<file path="config.mk">
export PLATFORM = sky130hd
export DESIGN_NAME = vred_andorxor_seq
export DESIGN_NICKNAME = d
export VERILOG_FILES = /design/src/rtl/vred_pkg.sv /design/src/rtl/vred_lane_tree.sv /design/src/rtl/vred_andorxor_seq.sv
export SDC_FILE = /design/constraint.sdc
export NUM_CORES = 1
export LEC_CHECK = 0
export ABC_AREA = 1
export BUFFER_PORTS_ARGS = -buffer_cell sky130_fd_sc_hd__buf_2
export CORE_UTILIZATION = 25
export DETAILED_ROUTE_END_ITERATION = 8
export PLACE_DENSITY = 0.54
export SKIP_LAST_GASP = 1
export SLEW_MARGIN = 30
export SYNTH_ARGS = -nofsm -noshare
export SYNTH_HDL_FRONTEND = slang
export SYNTH_SLANG_ARGS = --single-unit
</file>
<file path="constraint.sdc">
create_clock -name clk -period 3.6 [get_ports clk]
set_clock_uncertainty 0.1 [all_clocks]
set_input_delay 0.9 -clock clk [delete_from_list [all_inputs] [get_ports clk]]
set_output_delay 0.9 -clock clk [all_outputs]
set_load 0.05 [all_outputs]
</file>
<file path="src/rtl/vred_pkg.sv">
// vred_pkg: shared op-select encodings, FSM states and op identity for the vector reduction sequencer
package vred_pkg;

    localparam logic [1:0] OP_PASS = 2'b00;
    localparam logic [1:0] OP_AND  = 2'b01;
    localparam logic [1:0] OP_OR   = 2'b10;
    localparam logic [1:0] OP_XOR  = 2'b11;

    typedef enum logic [1:0] {IDLE, ACCUM, RESP} state_t;

    // Identity bit, replicated to element width by the caller: all-ones for and, zero otherwise
    function automatic logic vred_identity(input logic [1:0] op);
        return op == OP_AND;
    endfunction

endpackage

</file>
<file path="src/rtl/vred_lane_tree.sv">
// vred_lane_tree: combinational log2(LANES)-level pairwise and/or/xor fold of one beat
module vred_lane_tree
    import vred_pkg::*;
#(
    parameter int LANES      = 4,
    parameter int DATA_WIDTH = 32
) (
    input  logic [LANES*DATA_WIDTH-1:0] lanes,
    input  logic [1:0]                  op,
    output logic [DATA_WIDTH-1:0]       folded
);

    localparam int LVLS = $clog2(LANES);

    function automatic logic [DATA_WIDTH-1:0] fold2(input logic [1:0] o, input logic [DATA_WIDTH-1:0] a, input logic [DATA_WIDTH-1:0] b);
        return o == OP_AND ? a & b : o == OP_OR ? a | b : o == OP_XOR ? a ^ b : a;
    endfunction

    for (genvar l = 0; l <= LVLS; l++) begin : g_lvl
        logic [(LANES>>l)*DATA_WIDTH-1:0] v;
        if (l == 0) begin : g_in
            assign v = lanes;
        end else begin : g_red
            always_comb begin
                v = '0;
                for (int i = 0; i < (LANES >> l); i++)
                    v[i*DATA_WIDTH +: DATA_WIDTH] = fold2(op, g_lvl[l-1].v[2*i*DATA_WIDTH +: DATA_WIDTH], g_lvl[l-1].v[(2*i+1)*DATA_WIDTH +: DATA_WIDTH]);
            end
        end
    end

    assign folded = g_lvl[LVLS].v;

endmodule

</file>
<file path="src/rtl/vred_andorxor_seq.sv">
// vred_andorxor_seq: streams operand beats into a seeded and/or/xor scalar accumulator and returns it over valid/ready.
// Define VRED_MASK_EN to add the in_mask port (masked lanes become the op identity).
module vred_andorxor_seq
    import vred_pkg::*;
#(
    parameter int DATA_WIDTH  = 32,
    parameter int LANES       = 4,
    parameter int OPSEL_WIDTH = 2
) (
    input  logic                        clk,
    input  logic                        rst,
    input  logic                        in_start,
    input  logic [OPSEL_WIDTH-1:0]      in_opSel,
    input  logic [DATA_WIDTH-1:0]       in_seed,
    input  logic                        in_valid,
    output logic                        in_ready,
    input  logic [LANES*DATA_WIDTH-1:0] in_data,
    input  logic                        in_last,
`ifdef VRED_MASK_EN
    input  logic [LANES-1:0]            in_mask,
`endif
    output logic                        out_valid,
    input  logic                        out_ready,
    output logic [DATA_WIDTH-1:0]       out_data,
    output logic                        out_busy
);

    state_t                      state;
    logic [1:0]                  op;
    logic [DATA_WIDTH-1:0]       acc, tree, fold;
    logic [LANES*DATA_WIDTH-1:0] lanes;

`ifdef VRED_MASK_EN
    always_comb begin
        lanes = in_data;
        for (int i = 0; i < LANES; i++)
            lanes[i*DATA_WIDTH +: DATA_WIDTH] = in_mask[i] ? in_data[i*DATA_WIDTH +: DATA_WIDTH] : {DATA_WIDTH{vred_identity(op)}};
    end
`else
    assign lanes = in_data;
`endif

    vred_lane_tree #(.LANES(LANES), .DATA_WIDTH(DATA_WIDTH)) u_tree (
        .lanes  (lanes),
        .op     (op),
        .folded (tree)
    );

    always_comb fold = op == OP_AND ? acc & tree : op == OP_OR ? acc | tree : op == OP_XOR ? acc ^ tree : acc;

    assign out_data = acc;

    always_ff @(posedge clk) begin
        if (rst) begin
            state     <= IDLE;
            acc       <= '0;
            op        <= OP_PASS;
            in_ready  <= 1'b0;
            out_valid <= 1'b0;
            out_busy  <= 1'b0;
        end else begin
            case (state)
                IDLE: if (in_start) begin
                    acc      <= in_seed;
                    op       <= in_opSel[1:0];
                    state    <= ACCUM;
                    in_ready <= 1'b1;
                    out_busy <= 1'b1;
                end
                ACCUM: if (in_valid) begin
                    acc <= fold;
                    if (in_last) begin
                        state     <= RESP;
                        in_ready  <= 1'b0;
                        out_valid <= 1'b1;
                    end
                end
                RESP: if (out_ready) begin
                    state     <= IDLE;
                    out_valid <= 1'b0;
                    out_busy  <= 1'b0;
                end
                default: state <= IDLE;
            endcase
        end
    end

endmodule

</file>
==> impl_metrics.env, run 1 <==
export IMPL_status="complete, no violations"
export IMPL_tightest_slew_ns=0.804
export IMPL_h_tree_depth=2
export IMPL_whs_ns=0.363
export IMPL_start_util_pct=25.4
export IMPL_setup_viol=0
export IMPL_worstSetupStartpointType="flip-flop"
export IMPL_area_growth_pct=17.7
export IMPL_cts_root_buf="clkbuf_16"
export IMPL_period_share_pct=90.5
export IMPL_final_common_cell="nand2_1"
export IMPL_synthAdderAreaFrac_pct=32.1
export IMPL_cts_sinks=39
export IMPL_die_w_microns=203
export IMPL_synth_top_cell_area_share_pct=32.1
export IMPL_grt_max_degree=64
export IMPL_fin_nets=2250
export IMPL_p_int_mw=1.64
export IMPL_wire_per_inst_microns=14.0
export IMPL_p_leak_nw=7.04
export IMPL_powerDensity_nw_per_um2=276
export IMPL_slowest_stage="dfxtp_1"
export IMPL_seq_area_sq_um=781
export IMPL_ir_worst_vdd_uv=157
export IMPL_cts_buffers=5
export IMPL_finalInstanceArea_sq_um=11900
export IMPL_antenna_found_initial=8
export IMPL_cts_resized=0
export IMPL_hold_path_depth=2
export IMPL_wl_met3_mm=1.59
export IMPL_final_cell_mix="389 x nand2_1, 288 x nor2_1, 262 x inv_1"
export IMPL_power_frac_clock_pct=18.8
export IMPL_hold_violations=0
export IMPL_clockBufferDepth=2
export IMPL_placed_cell_area_sq_um=11700
export IMPL_cpPeakStageDelay_ns=0.45
export IMPL_drive_gt1_share_pct=15.4
export IMPL_grt_use_total_pct=16.2
export IMPL_swShare_pct=50.0
export IMPL_place_hpwl_mm=25.2
export IMPL_rsz0062_at_grt="false"
export IMPL_synth_top_family_by_area="adder cells"
export IMPL_ff2ff_path_depth=20
export IMPL_insertion_delay_ns=0.29
export IMPL_cts_setup_buffers=0
export IMPL_crit_path_max_fanout=22
export IMPL_cts_hold_repair_buffers=0
export IMPL_first_global_vias=10400
export IMPL_synth_seq_area_share_pct=7.73
export IMPL_pwr_share_comb_pct=64.1
export IMPL_syn_inst=1671
export IMPL_grt_pass1_wl_mm=53.2
export IMPL_slew_headroom_pct=46.4
export IMPL_dr_max_layer_used="met5"
export IMPL_path_depth=20
export IMPL_p_sw_mw=1.64
export IMPL_synth_area_leaders="ha_1 32%, nand2_1 14%, nor2_1 11%, inv_1 9.7%, dfxtp_1 7.7%"
export IMPL_postSynthAreaPerCell_sq_um=6.04
export IMPL_grt_overflow=0
export IMPL_ant_nets=0
export IMPL_yosys_area_top_type="ha_1"
export IMPL_wirelength_mm=32.9
export IMPL_cts_tree="yes"
export IMPL_clk_pin_slew_ns=0.07
export IMPL_fp_dieH_microns=203
export IMPL_ys_types=22
export IMPL_vias=10600
export IMPL_drc=0
export IMPL_io_pins=203
export IMPL_worstSetupPathType="flip-flop to flip-flop"
export IMPL_met2_length_mm=16.9
export IMPL_drv_cap=0
export IMPL_synthSimpleGateAreaFrac_pct=28.8
export IMPL_crit_top_cell="nand2_1"
export IMPL_crit_chain="inv_1, ha_4, inv_6, buf_12, o211ai_1, a22oi_1, inv_1, ha_1, nor2_1, nor2_1, nand2_1, nand2_1, nand2_1, ha_1, nand2_1, o21ai_0, o21ai_1, nand2_1, nor2_1, nor2_1"
export IMPL_setup_tns_ns=0
export IMPL_first_iter_violations=467
export IMPL_drt_vias_per_instance=4.49
export IMPL_syn_area_sq_um=10100
export IMPL_place_gp_congestion=0.806
export IMPL_dp_slack_ns=0.0620
export IMPL_ys_seq_elements=39
export IMPL_path_buf_inv=4
export IMPL_die_area_sq_um=41200
export IMPL_hold_path_class="flip-flop to flip-flop"
export IMPL_critPathArrivalTime_ns=3.35
export IMPL_period_minus_slack_ns=3.26
export IMPL_multi_input_area_sq_um=7820
export IMPL_yosys_warnings=0
export IMPL_synth_xor_area_share_pct=0
export IMPL_drt_pass1_iter_count=5
export IMPL_synthesis_nets=2098
export IMPL_synth_compound_area_share_pct=16.1
export IMPL_synth_area_mux_share_pct=0
export IMPL_final_max_slew_violation_count=0
export IMPL_layout_setup_ws_ns=0.342
export IMPL_core_sq_um=39800
export IMPL_wirelength_met1_mm=14.0
export IMPL_placementRows=73
export IMPL_seqPwrFrac_pct=17.0
export IMPL_fillers=4509
export IMPL_worstPathRequired_ns=3.69
export IMPL_fmax_mhz=307
export IMPL_critPathTopFamily="adder cells"
export IMPL_port_buffers=202
export IMPL_worstSetupEndpointType="flip-flop"
[Yosys cell counts (all sizes together)]
master  number
nand2      390
o21ai      100
nand3       68
nand3b       1
nor2       289
a22oi       32
o211ai      32
ha         259
dfxtp       39
clkbuf      17
buf         75
inv        266
a21oi      103
[registers in the layout (all words and copies together) (netlist names)]
| register | flops |
|---|---|
| out_valid | 1 |
| op | 2 |
| in_ready | 1 |
| state | 2 |
| out_busy | 1 |
| out_data | 32 |
[tightest hold or removal path, cell delays in order (launching register included)]
cell and delay [ns]:
dfxtp_1 0.31, nand2_1 0.06, a21oi_1 0.05
[power by group through the flow]
stage | combinational (mW) | sequential (mW) | clock, mW
2_1_floorplan | 1.35 | 0.732 | 0
4_1_cts | 2.15 | 0.561 | 0.644
6_report | 2.10 | 0.558 | 0.617
3_3_place_gp | 2.08 | 0.568 | 0
3_5_place_dp | 2.14 | 0.571 | 0
5_1_grt | 2.45 | 0.570 | 0.654
[through the flow]
stage                     cells  power (mW)  utilization [%]
after floorplan            1671        2.08                -
after global placement     2341        2.65             29.3
after detailed placement   2341        2.71             29.3
after CTS                  2349        3.35             29.8
after global routing       2351        3.67             29.8
final                      2352        3.28             29.8
[final cells by class]
cell class / count / area share [%]
multi-input combinational: 1274 / 65.8
timing repair buffer: 237 / 12.0
inverter: 266 / 8.47
sequential: 39 / 6.57
tap: 525 / 5.53
clock buffer: 6 / 1.08
clock inverter: 2 / 0.505
antenna: 3 / 0.0632
[kinds of logic after synthesis]
kind of cell / Yosys count
and+or+nand+nor: 748
AOI/OAI and AO/OA: 267
buffers and inverters: 358
DFF: 39
adders and majority gates: 259
[metal layers]
layer | track usage (%) | vias to the layer above
met1 | 18.4 | 4810
li1 | - | 5519
met2 | 31.4 | 204
met3 | 2.91 | 28
met5 | 0 | -
met4 | 2.74 | 8
[path summary, 6_finish.rpt]
path                            slack (ns)                  start                       end
worst max-delay path                  0.34     op[0]$_SDFFE_PP0P_  out_data[5]$_SDFFE_PP0P_
worst min-delay path                  0.36  in_ready$_SDFFE_PP0P_     in_ready$_SDFFE_PP0P_
worst max register to register        0.34     op[0]$_SDFFE_PP0P_  out_data[5]$_SDFFE_PP0P_
worst min register to register        0.36  in_ready$_SDFFE_PP0P_     in_ready$_SDFFE_PP0P_
Note: power is estimated with default switching activity, not from simulation.
==> run 2, diff against run 1 <==
--- a/config.mk
+++ b/config.mk
@@ -7,9 +7,11 @@
 export LEC_CHECK = 0
 export ABC_AREA = 1
 export BUFFER_PORTS_ARGS = -buffer_cell sky130_fd_sc_hd__buf_2
+export CORE_MARGIN = 2
 export CORE_UTILIZATION = 25
 export DETAILED_ROUTE_END_ITERATION = 8
 export PLACE_DENSITY = 0.54
+export REMOVE_ABC_BUFFERS = 1
 export SKIP_LAST_GASP = 1
 export SLEW_MARGIN = 30
 export SYNTH_ARGS = -nofsm -noshare
==> impl_metrics.env, run 2 (same netlist as run 1, synthesis figures left out) <==
export IMPL_insertion_delay_ns=0.30
export IMPL_final_common_cell="nand2_1"
export IMPL_p_int_mw=1.49
export IMPL_powerDensity_nw_per_um2=260
export IMPL_worstPathRequired_ns=3.69
export IMPL_drt_vias_per_instance=4.39
export IMPL_rsz0062_at_grt="false"
export IMPL_r2r_start="op[0]$_SDFFE_PP0P_"
export IMPL_port_buffers=202
export IMPL_drc=0
export IMPL_dpl_cell_count=2335
export IMPL_start_util_pct=25.4
export IMPL_place_gp_congestion=0.770
export IMPL_cpPeakStageDelay_ns=0.46
export IMPL_ff2ff_path_depth=19
export IMPL_worstSetupPathType="flip-flop to flip-flop"
export IMPL_crit_start="op[0]$_SDFFE_PP0P_"
export IMPL_seqPwrFrac_pct=17.9
export IMPL_place_hpwl_mm=21.4
export IMPL_drv_cap=0
export IMPL_fmax_mhz=315
export IMPL_crit_chain="inv_1, ha_4, buf_4, a21oi_1, a22oi_2, inv_1, ha_1, nor2_1, nor2_1, nand2_1, nand2_1, nand2_1, ha_1, nand2_1, o21ai_0, o21ai_0, nand2_1, nor2_1, nor2_1"
export IMPL_crit_path_max_fanout=40
export IMPL_use_met1_pct=17.4
export IMPL_slew_headroom_pct=46.7
export IMPL_final_max_slew_violation_count=0
export IMPL_p_leak_nw=6.99
export IMPL_drive_gt1_share_pct=15.2
export IMPL_cts_resized=0
export IMPL_ant_nets=0
export IMPL_period_share_pct=88.2
export IMPL_grtUsageMet3_pct=2.27
export IMPL_status="complete, no violations"
export IMPL_core_sq_um=39800
export IMPL_grt_overflow=0
export IMPL_drt_pass1_iter_count=5
export IMPL_swShare_pct=51.6
export IMPL_p_sw_mw=1.58
export IMPL_ir_worst_vdd_uv=174
export IMPL_final_cell_mix="389 x nand2_1, 288 x nor2_1, 261 x inv_1"
export IMPL_cts_root_buf="clkbuf_16"
export IMPL_vias=10300
export IMPL_cts_tree="yes"
export IMPL_largest_reg_flops=32
export IMPL_whs_ns=0.373
export IMPL_first_iter_violations=403
export IMPL_first_global_vias=10000
export IMPL_grt_max_degree=66
export IMPL_path_depth=19
export IMPL_area_growth_pct=16.6
export IMPL_critPathTopFamily="adder cells"
export IMPL_h_tree_depth=2
export IMPL_wire_per_inst_microns=12.5
export IMPL_r2r_end="out_data[12]$_SDFFE_PP0P_"
export IMPL_period_minus_slack_ns=3.18
export IMPL_critPathArrivalTime_ns=3.27
export IMPL_fp_dieH_microns=205
export IMPL_worstSetupStartpointType="flip-flop"
export IMPL_crit_top_cell="nand2_1"
export IMPL_cts_buffers=5
export IMPL_die_w_microns=205
export IMPL_tightest_slew_ns=0.798
export IMPL_path_buf_inv=3
export IMPL_hold_path_class="flip-flop to flip-flop"
export IMPL_fin_cells=2346
export IMPL_grt_busiest_layer="met2"
export IMPL_fin_nets=2244
export IMPL_clk_pin_slew_ns=0.07
export IMPL_die_area_sq_um=42000
export IMPL_power_frac_clock_pct=15.6
export IMPL_setup_viol=0
export IMPL_grt_use_total_pct=14.2
export IMPL_clockBufferDepth=2
export IMPL_wirelength_mm=29.2
export IMPL_grtUsageMet2_pct=25.8
export IMPL_worstSetupEndpointType="flip-flop"
export IMPL_cts_sinks=39
export IMPL_crit_end="out_data[12]$_SDFFE_PP0P_"
export IMPL_slowest_stage="buf_4"
export IMPL_placementRows=73
export IMPL_cts_setup_buffers=0
export IMPL_antenna_found_initial=4
export IMPL_reg2reg_slack_ns=0.42
export IMPL_grt_pass1_wl_mm=48.7
export IMPL_hold_violations=0
export IMPL_io_pins=203
export IMPL_cts_hold_repair_buffers=0
export IMPL_pwr_share_comb_pct=66.5
-- run 2: worst min-delay path by stage --
stage | end | start | slack [ns] | cells after the start
after floorplan | state[1]$_SDFFE_PP0P_ | state[1]$_SDFFE_PP0P_ | 0.37 | 2
after global placement | out_busy$_SDFFE_PP0P_ | out_busy$_SDFFE_PP0P_ | 0.36 | 2
after detailed placement | out_busy$_SDFFE_PP0P_ | out_busy$_SDFFE_PP0P_ | 0.36 | 2
after CTS | out_busy$_SDFFE_PP0P_ | out_busy$_SDFFE_PP0P_ | 0.38 | 2
after global routing | out_busy$_SDFFE_PP0P_ | out_busy$_SDFFE_PP0P_ | 0.39 | 2
final | out_busy$_SDFFE_PP0P_ | out_busy$_SDFFE_PP0P_ | 0.37 | 2
-- run 2: worst register-to-register path, cell delays in order (launching register included) --
cell     delay [ns]
dfxtp_1        0.37
inv_1          0.14
ha_4           0.20
buf_4          0.46
a21oi_1        0.19
a22oi_2        0.20
inv_1          0.06
ha_1           0.29
nor2_1         0.10
nor2_1         0.04
nand2_1        0.11
nand2_1        0.05
nand2_1        0.06
ha_1           0.22
nand2_1        0.06
o21ai_0        0.06
o21ai_0        0.15
nand2_1        0.07
nor2_1         0.08
nor2_1         0.05
-- run 2: power groups by stage --
stage / clock network, mW / logic, mW / registers, mW
after global routing: 0.527 / 2.41 / 0.561
after floorplan: 0 / 1.30 / 0.732
after detailed placement: 0 / 2.07 / 0.560
after CTS: 0.511 / 2.08 / 0.550
after global placement: 0 / 2.00 / 0.557
final: 0.479 / 2.04 / 0.549
-- run 2: area by class of cell --
cell class	instances	area, sq um
antenna	3	7.51
clock buffer	5	125
clock inverter	3	15.0
fill	4490	28000
inverter	266	1010
multi-input combinational	1274	7820
sequential	39	781
tap	525	657
timing repair buffer	231	1370
-- run 2: layer usage --
metal / routed length, microns / vias up
met3: 1370 / 21
li1: - / 5501
met1: 13300 / 4620
met4: 389 / 2
met2: 14200 / 157
met5: 13 / -
-- run 2: through the flow --
step                total power, mW  util, %  instance area [sq um]  TNS [ns]  setup WS [ns]
detailed placement             2.63     29.2                  11600         0          0.265
finish                         3.07     29.6                  11800         0          0.424
global placement               2.56     29.2                  11600         0          0.279
floorplan                      2.03        -                   9560   -105.53          -3.31
CTS                            3.14     29.6                  11800         0          0.386
global route                   3.50     29.6                  11800         0        0.00964
